==> src/rtl/usr_shift_ctrl.sv <==
`default_nettype none
// ============================================================================
//  Module   : usr_shift_ctrl
//  Purpose  : Upstream sequencer for a 4-bit universal shift register. It
//             loads each accepted nibble into the USR and shifts it out
//             serially. Optional macro: USR_SHIFT_CTRL_PARITY_EN adds a
//             trailing even-parity bit to each frame.
//  Revision : 1.0 - initial release
// ============================================================================
module usr_shift_ctrl #(
    parameter int GAP = 0
) (
    input  logic       clk,
    input  logic       rstn,
    input  logic       in_valid,
    output logic       in_ready,
    input  logic [3:0] in_data,
    input  logic       in_dir,
    input  logic       hold,
    output logic [1:0] mode,
    output logic [3:0] par_in,
    output logic       SI,
    output logic       busy,
    output logic       bit_valid,
    output logic       done
);

`ifdef USR_SHIFT_CTRL_PARITY_EN
    localparam int NBITS = 5;
`else
    localparam int NBITS = 4;
`endif

    localparam logic [2:0] ST_IDLE  = 3'd0;
    localparam logic [2:0] ST_LOAD  = 3'd1;
    localparam logic [2:0] ST_SHIFT = 3'd2;
    localparam logic [2:0] ST_DONE  = 3'd3;
    localparam logic [2:0] ST_GAPW  = 3'd4;

    localparam logic [1:0] MODE_HOLD  = 2'b00;
    localparam logic [1:0] MODE_SR    = 2'b01;
    localparam logic [1:0] MODE_SL    = 2'b10;
    localparam logic [1:0] MODE_LOAD  = 2'b11;

    localparam logic [2:0] LAST_BIT = 3'(NBITS - 1);
    localparam logic [3:0] LAST_GAP = 4'(GAP - 1);
    localparam bit         HAS_GAP  = (GAP > 0);

    logic [2:0] state;
    logic [2:0] state_nxt;
    logic [2:0] bit_cnt;
    logic [3:0] gap_cnt;
    logic       dir;
    logic       alive;
    logic       accept;
    logic       shift_step;

    // alive keeps in_ready low until the first edge that sees rstn high
    assign in_ready   = alive && (state == ST_IDLE);
    assign accept     = in_valid && in_ready;
    assign shift_step = (state == ST_SHIFT) && !hold;

    always_comb begin
        state_nxt = state;
        case (state)
            ST_IDLE: begin
                if (accept) begin
                    state_nxt = ST_LOAD;
                end
            end
            ST_LOAD: begin
                state_nxt = ST_SHIFT;
            end
            ST_SHIFT: begin
                if (shift_step && (bit_cnt == LAST_BIT)) begin
                    state_nxt = ST_DONE;
                end
            end
            ST_DONE: begin
                state_nxt = HAS_GAP ? ST_GAPW : ST_IDLE;
            end
            ST_GAPW: begin
                if (gap_cnt == LAST_GAP) begin
                    state_nxt = ST_IDLE;
                end
            end
            default: begin
                state_nxt = ST_IDLE;
            end
        endcase
    end

    always_ff @(posedge clk) begin
        if (!rstn) begin
            state   <= ST_IDLE;
            bit_cnt <= 3'd0;
            gap_cnt <= 4'd0;
            dir     <= 1'b0;
            par_in  <= 4'd0;
            alive   <= 1'b0;
        end else begin
            alive <= 1'b1;
            state <= state_nxt;
            if (accept) begin
                par_in <= in_data;
                dir    <= in_dir;
            end
            case (state)
                ST_LOAD: begin
                    bit_cnt <= 3'd0;
                end
                ST_SHIFT: begin
                    if (shift_step && (bit_cnt != LAST_BIT)) begin
                        bit_cnt <= bit_cnt + 3'd1;
                    end
                end
                ST_DONE: begin
                    gap_cnt <= 4'd0;
                end
                ST_GAPW: begin
                    gap_cnt <= gap_cnt + 4'd1;
                end
                default: begin
                end
            endcase
        end
    end

    // hold acts combinationally so the USR freezes in the same cycle
    always_comb begin
        mode = MODE_HOLD;
        case (state)
            ST_LOAD: begin
                mode = MODE_LOAD;
            end
            ST_SHIFT: begin
                if (!hold) begin
                    mode = dir ? MODE_SL : MODE_SR;
                end
            end
            default: begin
                mode = MODE_HOLD;
            end
        endcase
    end

    assign bit_valid = shift_step;
    assign busy      = (state != ST_IDLE);
    assign done      = (state == ST_DONE);

`ifdef USR_SHIFT_CTRL_PARITY_EN
    // parity enters the far end on the first shift and exits as the last bit
    assign SI = (state == ST_SHIFT) && (bit_cnt == 3'd0) && (^par_in);
`else
    assign SI = 1'b0;
`endif

endmodule
`default_nettype wire
==> config.mk <==
export PLATFORM = sky130hd
export DESIGN_NAME = usr_shift_ctrl
export DESIGN_NICKNAME = d
export VERILOG_FILES = /design/src/rtl/usr_shift_ctrl.sv
export SDC_FILE = /design/constraint.sdc
export NUM_CORES = 1
export LEC_CHECK = 0
export BUFFER_PORTS_ARGS = -buffer_cell sky130_fd_sc_hd__buf_2
export CAP_MARGIN = 20
export CORE_UTILIZATION = 40
export DETAILED_ROUTE_END_ITERATION = 7
export PLACE_DENSITY_LB_ADDON = 0.15
export REMOVE_ABC_BUFFERS = 1
export SLEW_MARGIN = 15
export SYNTH_ARGS = -nofsm -noshare
export SYNTH_HDL_FRONTEND = slang
export SYNTH_SLANG_ARGS = --single-unit
==> constraint.sdc <==
create_clock -name clk -period 1.4 [get_ports clk]
set_input_delay 0.14 -clock clk [delete_from_list [all_inputs] [get_ports clk]]
set_output_delay 0.14 -clock clk [all_outputs]
set_load 0.01 [all_outputs]
# Yosys cells after proc, flatten, opt, wreduce, memory -nomap -nowiden
# Cells that the tools add are included.
[totals]
regBits = 16
latchBits = 0
ram_bits = 0
romBits = 0
input_bits = 9
out_inout_bits = 11
word_cells = 42
mem_count = 0
[classes]
addsub = 2
n_mul = 0
div = 0
magnitude_cmp = 0
eq_ne = 11
shift = 0
mux = 11
n_bitwise = 0
reduce_logical = 12
[op_table]
columns = ["operator", "count"]
rows = [
  ["$mux 3", 4],
  ["$pmux 3 s4", 1],
  ["$eq 3x2->1 const B", 3],
  ["$pmux 4 s2", 1],
  ["$pmux 3 s2", 1],
  ["$logic_and 1x1->1", 5],
  ["$add 4x1->4 const B", 1],
  ["$eq 4x4->1 const B", 1],
  ["$mux 2", 2],
  ["$ne 2x1->1 const B", 2],
  ["$ne 2x2->1 const B", 2],
  ["$pmux 2 s2", 1],
  ["$reduce_bool 2->1", 2],
  ["$add 3x1->3 const B", 1],
  ["$eq 3x1->1 const B", 1],
  ["$eq 3x3->1 const B", 1],
  ["$logic_not 3->1", 1],
  ["$ne 3x2->1 const B", 1],
  ["$reduce_and 3->1", 1],
  ["$reduce_bool 3->1", 1],
  ["$reduce_and 2->1", 1],
  ["$logic_not 1->1", 1],
  ["$mux 1", 1],
]

# Longest topological paths before layout
# Gate-level depths: netlist of the first run.
[logic_depth]
ltp_word = 5
ltp_mapped = 5
depth_no_buf = 5

# Least setup slack after synthesis of the first run
# OpenSTA, ideal clock, no wires.
[synth_timing]
kind = "register to register"
start = "register bit_cnt[0]"
end = "register bit_cnt[0]"
setup_ns = 0.115
t_arrival_ns = 1.375
slack_ns = -0.089
stages_incl_launch_ff = 6
path_cell_list = "dfxtp_1 > ha_1 > ha_1 > or3b_4 > and3_1 > o21a_1"
[synth_between]
elab_chain_len = 4
[synth_rtl]
columns = ["element", "line", "rtl"]
rows = [
  ["start: declaration", "51", "logic [2:0] bit_cnt;"],
  ["start signal: assignment", "114", "bit_cnt <= bit_cnt + 3'd1;"],
  ["parallel branches: the longest is 4 deep, another holds $add 3x1->3", "n/a", ""],
]
# Parallel ways; which one is timed is not known. The select of a mux whose other input is x is not followed.
# A chain may end at the register's enable or synchronous reset.

# Worst setup path after layout of the first run
[layout_timing]
start = "register state[0]"
end = "output port mode[0]"
[layout_between]
elab_chain_len = 2
[layout_rtl]
columns = ["element", "line", "rtl"]
rows = [
  ["start: declaration", "49", "logic [2:0] state;"],
  ["start signal: assignment", "103", "state <= state_nxt;"],
  ["$eq 3x2->1 / $eq 3x1->1 (equally long branches)", "132", "case (state)"],
  ["$pmux 2 s2 *", "132", ""],
  ["end: declaration", "20", "output logic [1:0] mode,"],
]
# Mark *: on every way between the ends. The rest lies on a longest branch, timed or not.

==> impl_metrics.tcl, run 1 <==
set metrics [dict create \
    hold_viol 0 \
    nNetsFinal 111 \
    wirelength_microns 1390 \
    wl_met3_microns 59 \
    finalNonFillerCells 109 \
    grt_pass1_vias 435 \
    synthAdderAreaFrac_pct 14.7 \
    p_leak_nw 0.438 \
    critPathRequiredTime_ns 1.26 \
    powerDensity_nw_per_um2 1460 \
    numCtsBuffers 3 \
    switchingPower_mw 0.471 \
    grt_first_pass_wirelength_microns 1880 \
    dp_hpwl_microns 864 \
    switching_share_pct 35.1 \
    yosysUniqueCellTypes 21 \
    crit_arrival_ns 1.38 \
    drt_iter0_markers 1 \
    ys_seq_elements 11 \
    dr_wl_met2_microns 766 \
    synth_compound_area_share_pct 8.42 \
    area_delta_synth_final_pct 54.7 \
    p_clk_share_pct 16.0 \
    muxShareOfSynthArea_pct 11.8 \
    start_kind "register" \
    syn-cell-area_sq_um 594 \
    critPathMaxFanout 3 \
    wl_met1_microns 567 \
    place_ws_ns -0.154 \
    core-area_sq_um 1330 \
    layout-drive-gt1-share_pct 55.3 \
    clockBufferDepth 2 \
    power.internal_mw 0.873 \
    setup_viol 5 \
    timing.fmax_ghz 0.660 \
    drc_errors 0 \
    highest_layer "met3" \
    path_class "register to output pin" \
    yosys.area_share.xor_xnor_pct 0 \
    ir_drop_v 0.000842 \
    grt.total_usage_pct 18.6 \
    clockRootBuffer "clkbuf_4" \
    hp-class "primary input to register" \
    fin_crit_ns 1.52 \
    status "complete, but fails checks" \
    mostFrequentLayoutCell "buf_2" \
    avgSynthCellArea_sq_um 9.43 \
    grt_max_degree 14 \
    fin_crit_sh_pct 108 \
    ys_seq_area_share_pct 37.1 \
    p_seq_share_pct 29.7 \
    holdBufCountCts 0 \
    cts_max_level 1 \
    synthDominantCellAreaShare_pct 37.1 \
    clock-skew-final_ns 0.00364 \
    viasPerCell 4.73 \
    combPwrFrac_pct 54.3 \
    yosys_warnings 0 \
    die_h_microns 40.5 \
    place_congestion 0.636 \
    final_cell_mix "buf_2 (17), buf_4 (10), mux2i_1 (7), dfxtp_1 (7), nor2b_1 (5)" \
    insertion_delay_ns 0.27 \
    num_vias 516 \
    drv_slew 0 \
    setup.worst_path.end_class "output pin" \
    clkTransAtPathRegs_ns 0.07 \
    wl_per_cell_microns 12.8 \
    drv_cap 0 \
    hold_ws_ns 0.126 \
    syn_inst 63 \
    cts_tree "yes" \
    dieArea_sq_um 1640 \
    yosys.area_share.simple_pct 22.3 \
    antenna_left 0 \
    rows 13 \
    synth_top_family_by_area "simple AND/OR/NAND/NOR gates" \
    rsz0062_at_grt "yes" \
    failed_checks "setup timing" \
    drtPass1Iterations 2 \
    antennaDiodeCount 0 \
    cts_sinks 11 \
    synthTopCellsByArea "dfxtp_1 (37%), ha_1 (15%), mux2i_1 (12%), nor2b_1 (8.4%), o21a_1 (3.8%)" \
    layout_setup_ws_ns -0.115 \
    antenna_found_initial 0 \
    initial_utilization_pct 44.6 \
    pin_count 20 \
    grt_overflow 0 \
    dp_cells 99 \
    synth_top_cell_by_area "dfxtp_1" \
    port_buffers 18 \
    die_w_microns 40.5 \
]
stage by stage:
| step | total power, mW | util [%] | instance area [sq um] | TNS [ns] |
|---|---|---|---|---|
| after floorplan | 0.706 | - | 583 | -0.179 |
| after global placement | 0.887 | 54.7 | 729 | -0.200 |
| after detailed placement | 0.895 | 54.7 | 729 | -0.306 |
| after CTS | 1.31 | 66.4 | 886 | -0.309 |
| after global routing | 1.43 | 68.9 | 920 | -0.581 |
| final | 1.34 | 68.9 | 920 | -0.386 |
worst max-delay path, cell delays in order (launching register included):
cell     delay [ns]
dfxtp_2        0.32
inv_2          0.07
ha_4           0.14
nor2b_4        0.17
nor2b_4        0.16
o21a_1         0.13
buf_2          0.13
path summary, 6_finish.rpt:
path	from	endpoint	slack, ns	cells past startpoint
worst max-delay path	state[0]$_SDFFE_PN0P_	mode[0]	-0.12	6
worst min-delay path	rstn	alive$_DFF_P_	0.13	1
worst max register to register	bit_cnt[1]$_SDFFE_PN0P_	bit_cnt[0]$_SDFFE_PN0P_	-0.12	5
worst min register to register	par_in[3]$_SDFFE_PN0P_	par_in[3]$_SDFFE_PN0P_	0.52	2
cells by family after synthesis:
family                   after synthesis
buffers and inverters                  7
multiplexers                           7
flip-flops                            11
AO/OA/AOI/OAI                          7
AND/OR/NAND/NOR                       23
adder cells (fa/ha/maj)                7
other                                  1
sequential cells by signal, indices dropped and copies added, names as in the netlist:
signal	count
state	2
alive	1
dir	1
bit_cnt	3
par_in	4
repair_timing:
item / 4_1_cts / 5_1_grt
buffers inserted: 5 / 1
pin swaps: 7 / 2
endpoints found under the setup margin: 8 / 7
resized for setup: 20 / 8
gates cloned: 0 / 0
power by group through the flow:
| stage | registers [mW] | logic [mW] | clock network (mW) |
|---|---|---|---|
| 6_report | 0.399 | 0.729 | 0.216 |
| 5_1_grt | 0.404 | 0.787 | 0.240 |
| 4_1_cts | 0.398 | 0.684 | 0.223 |
| 3_5_place_dp | 0.390 | 0.505 | 0 |
| 3_3_place_gp | 0.390 | 0.496 | 0 |
| 2_1_floorplan | 0.404 | 0.302 | 0 |
layout make-up:
class                   instances  area [sq um]
inverters                       5          18.8
fillers                       109           414
repair buffers                 29           183
multi-input cells              45           445
flip-flops and latches         11           228
clock buffers                   4          26.3
well taps                      15          18.8
synthesized netlist by cell type:
cell type   n
dfxtp_1    11
nor2b_1     8
ha_1        7
mux2i_1     7
inv_1       5
nand2_1     4
o21a_1      3
and3_1      2
nand2b_1    2
nand3_1     2
nor2_1      2
a21boi_0    1
a21oi_1     1
a22oi_1     1
and2_1      1
buf_4       1
clkbuf_1    1
conb_1      1
nand3b_1    1
o211ai_1    1
or3b_4      1
per-layer routing:
metal / vias up / GRT usage (%)
met5: - / 0
met3: 0 / 8.33
met2: 13 / 32.1
met4: 0 / 5.00
met1: 236 / 20.3
li1: 267 / -
(Power assumes the default switching activity.)
==> run 2: changes to the inputs <==
--- a/config.mk
+++ b/config.mk
@@ -7,10 +7,12 @@
 export LEC_CHECK = 0
 export BUFFER_PORTS_ARGS = -buffer_cell sky130_fd_sc_hd__buf_2
 export CAP_MARGIN = 20
+export CORE_MARGIN = 5
 export CORE_UTILIZATION = 40
 export DETAILED_ROUTE_END_ITERATION = 7
-export PLACE_DENSITY_LB_ADDON = 0.15
+export PLACE_DENSITY = 0.68
 export REMOVE_ABC_BUFFERS = 1
+export SETUP_SLACK_MARGIN = 0.4
 export SLEW_MARGIN = 15
 export SYNTH_ARGS = -nofsm -noshare
 export SYNTH_HDL_FRONTEND = slang
==> run 2 against run 1 <==
Compared with the run above: the run still ends with setup timing left; wire length is 7.6% lower; register-to-register slack better by 0.03 ns; worst hold slack lost 0.013 ns; via count fell by 0.97%; design area decreased by 2.0%; total power shrank 6.6%; count of clock-buffer cells in the layout did not move; clock power decreased by 2%; sequential cell count unchanged; sequential power increased by 3%; global-route usage fell by 7.4 points; critical path type unchanged; critical endpoint unchanged.
==> impl_metrics.tcl, run 2 (synthesis results as in run 1) <==
set metrics [dict create \
    status "complete, but fails checks" \
    failed_checks "setup timing" \
    drc_errors 0 \
    grt_overflow 0 \
    nNetsFinal 111 \
    crit_arrival_ns 1.37 \
    dieArea_sq_um 2360 \
    layout-drive-gt1-share_pct 50.0 \
    wl_per_cell_microns 11.7 \
    critPathCapture "mode[0]" \
    die_w_microns 48.5 \
    rows 14 \
    mostFrequentLayoutCell "buf_2" \
    cts_sinks 11 \
    setup.worst_path.end_class "output pin" \
    ff_latch_area_sq_um 228 \
    timing.fmax_ghz 0.664 \
    clockRootBuffer "clkbuf_4" \
    insertion_delay_ns 0.26 \
    area_delta_synth_final_pct 51.6 \
    grt_pass1_vias 517 \
    fin_crit_ns 1.51 \
    antenna_found_initial 0 \
    viasPerCell 4.65 \
    numCtsBuffers 3 \
    antenna_left 0 \
    multi_input_area_sq_um 414 \
    holdBufCountCts 0 \
    r2r_slack_ns -0.09 \
    reg_top3 "par_in: 4 flops, bit_cnt: 3 flops, state: 2 flops" \
    path_cells "inv_2 > ha_4 > nor2b_4 > nor2b_1 > o21a_1 > buf_2" \
    grt.total_usage_pct 11.2 \
    wirelength_microns 1290 \
    critPathMaxFanout 3 \
    critPathMaxStageDelay_ns 0.35 \
    clock-skew-final_ns 0.00930 \
    grt_max_degree 14 \
    cts_max_level 1 \
    clockBufferDepth 2 \
    final_area_sq_um 901 \
    drtPass1Iterations 4 \
    clkTransAtPathRegs_ns 0.07 \
    reg2reg_to "bit_cnt[2]$_SDFFE_PN0P_" \
    cts_tree "yes" \
    rr_startpoint "bit_cnt[0]$_SDFFE_PN0P_" \
    largest_reg_flops 4 \
    reg2regPathDepth 5 \
    drv_slew 0 \
    antennaDiodeCount 0 \
    p_leak_nw 0.439 \
    grt_first_pass_wirelength_microns 2210 \
    powerDensity_nw_per_um2 1390 \
    final_cell_mix "buf_2 (17), nor2b_1 (7), mux2i_1 (7), dfxtp_1 (7), buf_4 (7)" \
    drv_cap 0 \
    crit_path_top_delay_cell "dfxtp_2" \
    path_class "register to output pin" \
    pin_count 20 \
    die_h_microns 48.5 \
    fin_crit_sh_pct 108 \
    finalNonFillerCells 110 \
    port_buffers 18 \
    initial_utilization_pct 40.9 \
    start_kind "register" \
    setup_viol 7 \
    crit_start "state[0]$_SDFFE_PN0P_" \
    dp_cells 103 \
    dpl_cell_area_sq_um 753 \
    dp_hpwl_microns 954 \
    top_register "par_in" \
    num_vias 511 \
    layout_setup_ws_ns -0.105 \
    rsz0062_at_grt "yes" \
    hold_viol 0 \
    drt_iter0_markers 5 \
    critPathRequiredTime_ns 1.26 \
    ir_drop_v 0.00107 \
    hp-class "primary input to register" \
    place_congestion 0.718 \
    core-area_sq_um 1450 \
    fill_cells 126 \
]
-- run 2: what timing repair did --
item,4_1_cts,5_1_grt
resized for setup,24,1
buffers inserted,3,0
hold endpoints to repair,0,0
endpoints found under the setup margin,16,16
pin swaps,8,1
-- run 2: power breakdown --
group | switching, mW | internal (mW) | leakage [nW]
clock | 0.101 | 0.110 | 0.0150
combinational | 0.291 | 0.342 | 0.332
sequential | 0.0436 | 0.368 | 0.0919
total | 0.435 | 0.819 | 0.439
-- run 2: cell type report --
type | instances | share of cell area (%)
multi-input cells | 45 | 46.0
repair buffers | 29 | 21.5
well taps | 16 | 2.22
inverters | 5 | 2.08
clock buffers | 4 | 2.92
flip-flops and latches | 11 | 25.3
-- run 2: worst min path at each step --
stage	startpoint	endpoint	cells after the start
floorplan	rstn	alive$_DFF_P_	0
global placement	in_dir	dir$_SDFFE_PN0P_	3
detailed placement	rstn	alive$_DFF_P_	1
CTS	rstn	alive$_DFF_P_	1
global route	rstn	alive$_DFF_P_	1
finish	rstn	alive$_DFF_P_	1
-- run 2: through the flow --
step / setup slack [ns] / utilization [%] / power, mW / hold WS [ns] / setup TNS [ns]
final: -0.105 / 62.0 / 1.25 / 0.113 / -0.415
after global routing: -0.144 / 62.0 / 1.35 / 0.127 / -0.770
after CTS: -0.0911 / 61.7 / 1.25 / 0.116 / -0.383
after detailed placement: -0.119 / 51.8 / 0.928 / 0.396 / -0.319
after global placement: -0.0814 / 51.8 / 0.913 / 0.392 / -0.206
after floorplan: -0.0893 / - / 0.706 / 0.168 / -0.179
-- run 2: per-layer routing --
layer / vias to the layer above / global-route usage (%) / share of wire, %
li1: 272 / - / -
met1: 223 / 13.6 / 43
met2: 14 / 18.9 / 50
met3: 2 / 2.76 / 6.7
met4: 0 / 4.04 / 0.47
met5: - / 0 / 0
-- run 2: critical path: cells and delay by family, from the launching register on --
family                   cells  cell delay [ns]
flip-flops                   1             0.35
AND/OR/NAND/NOR              2             0.24
buffers and inverters        2             0.19
AO/OA/AOI/OAI                1             0.17
adder cells (fa/ha/maj)      1             0.15
==> run 3: changes to the inputs <==
--- a/config.mk
+++ b/config.mk
@@ -10,10 +10,10 @@
 export CORE_MARGIN = 5
 export CORE_UTILIZATION = 40
 export DETAILED_ROUTE_END_ITERATION = 7
-export PLACE_DENSITY = 0.68
+export PLACE_DENSITY = 0.66
 export REMOVE_ABC_BUFFERS = 1
 export SETUP_SLACK_MARGIN = 0.4
-export SLEW_MARGIN = 15
+export SLEW_MARGIN = 0
 export SYNTH_ARGS = -nofsm -noshare
 export SYNTH_HDL_FRONTEND = slang
 export SYNTH_SLANG_ARGS = --single-unit
==> run 3 against run 2 <==
Compared with the run above: the flow still finishes with violations (setup timing); core utilization increased by 7.2 points; wire length is 11% higher; combinational power is 38% higher; maximum frequency increased by 0.13%; highest routed layer unchanged; worst hold slack lost 0.00082 ns; via count is 7.6% higher; clock power hardly changed; non-clock buffer count up 4; design area is 12% higher; die area unchanged; final cell count increased by 3.6%; global-route usage is 1.8 points higher.
==> impl_metrics.tcl, run 3 (synthesis results as in run 1) <==
set metrics [dict create \
    status "complete, but fails checks" \
    failed_checks "setup timing" \
    setup.worst_path.end_class "output pin" \
    layout-drive-gt1-share_pct 60.2 \
    start_kind "register" \
    rsz0062_at_grt "yes" \
    clock-skew-final_ns 0.00280 \
    hp-class "primary input to register" \
    critPathMaxStageDelay_ns 0.35 \
    critPathMaxFanout 3 \
    grt_overflow 0 \
    num_vias 550 \
    critPathTopFamily "flip-flops" \
    die_h_microns 48.5 \
    antenna_left 0 \
    antenna_found_initial 0 \
    pin_count 20 \
    reg_top3 "par_in: 4 flops, bit_cnt: 3 flops, state: 2 flops" \
    p_leak_nw 0.473 \
    critPathRequiredTime_ns 1.26 \
    grt_pass1_vias 614 \
    nNetsFinal 115 \
    drv_cap 0 \
    initial_utilization_pct 40.9 \
    powerDensity_nw_per_um2 1490 \
    hold_ws_ns 0.112 \
    crit_path_top_delay_cell "dfxtp_2" \
    fill_cells 115 \
    dpl_cell_area_sq_um 753 \
    cts_tree "yes" \
    final_area_sq_um 1010 \
    tns_ns -0.362 \
    top_register "par_in" \
    final_cell_mix "buf_2 (14), buf_6 (11), buf_4 (8)" \
    core-area_sq_um 1450 \
    fin_crit_ns 1.50 \
    rows 14 \
    fin_crit_sh_pct 107 \
    cts_max_level 1 \
    path_class "register to output pin" \
    dieArea_sq_um 2360 \
    port_buffers 18 \
    hold_viol 0 \
    place_congestion 0.771 \
    grt_max_degree 14 \
    clockRootBuffer "clkbuf_4" \
    numCtsBuffers 3 \
    die_w_microns 48.5 \
    layout_setup_ws_ns -0.103 \
    grt_first_pass_wirelength_microns 2500 \
    drtPass1Iterations 2 \
    antennaDiodeCount 0 \
    drv_slew 0 \
    clockBufferDepth 2 \
    cts_sinks 11 \
    setup_viol 6 \
    ir_drop_v 0.00101 \
    worst-path-buf-inv 2 \
    crit_arrival_ns 1.36 \
    area_delta_synth_final_pct 69.3 \
    holdBufCountCts 0 \
    timing.fmax_ghz 0.665 \
    drt_iter0_markers 6 \
    dp_hpwl_microns 952 \
    wirelength_microns 1420 \
    largest_reg_flops 4 \
    insertion_delay_ns 0.26 \
    viasPerCell 4.82 \
    drc_errors 0 \
    path_cells "inv_4 > ha_4 > nor2b_4 > nor2b_1 > o21a_1 > buf_2" \
    grt.total_usage_pct 13.0 \
    wl_per_cell_microns 12.5 \
    clkTransAtPathRegs_ns 0.07 \
    mostFrequentLayoutCell "buf_2" \
]
[run 3: cell types whose count changed in the layout (fill, tap and decap cells not counted), moves of 2 or more]
| cell | change |
|---|---|
| buf_6 | +6 |
| ha_2 | +2 |
| ha_1 | -3 |
| inv_4 | +2 |
| buf_2 | -3 |
| inv_1 | -2 |
[run 3: repair_timing]
item	in CTS	in global routing
setup buffers	5	2
setup endpoints to repair	16	16
gates resized for setup	36	7
pin swaps	6	5
hold endpoints to repair	0	0
[run 3: final cells by class]
type	count	area (sq um)	share of cell area (%)
Clock buffer	4	26.3	2.61
Inverter	5	23.8	2.36
Multi-Input combinational cell	45	452	44.9
Sequential cell	11	230	22.9
Tap cell	16	20.0	1.99
Timing Repair Buffer	33	254	25.2
[run 3: final timing paths]
kind,start,end,slack [ns],cells past startpoint
worst min register to register,par_in[3]$_SDFFE_PN0P_,par_in[3]$_SDFFE_PN0P_,0.52,2
worst max register to register,bit_cnt[1]$_SDFFE_PN0P_,bit_cnt[0]$_SDFFE_PN0P_,-0.08,5
worst min-delay path,rstn,alive$_DFF_P_,0.11,1
worst max-delay path,state[0]$_SDFFE_PN0P_,mode[0],-0.10,6
[run 3: where the power goes]
part / switching (mW) / internal, mW
Clock: 0.0998 / 0.110
Combinational: 0.354 / 0.518
Sequential: 0.0519 / 0.366
Total: 0.506 / 0.994
[run 3: per-stage QoR]
step                setup slack [ns]  power [mW]  cells  util, %
floorplan                    -0.0893       0.706     61        -
finish                        -0.103        1.50    114     69.2
CTS                          -0.0954        1.46    112     66.6
detailed placement            -0.113       0.938    103     51.8
global placement             -0.0843       0.916    103     51.8
global route                  -0.164        1.62    114     69.2
[run 3: metal layers]
layer / routed length (microns) / global-route usage (%) / up-vias
met4: 22 / 6.73 / 0
met1: 597 / 14.0 / 249
li1: - / - / 279
met2: 721 / 23.7 / 18
met3: 82 / 2.45 / 4
met5: 0 / 0 / -
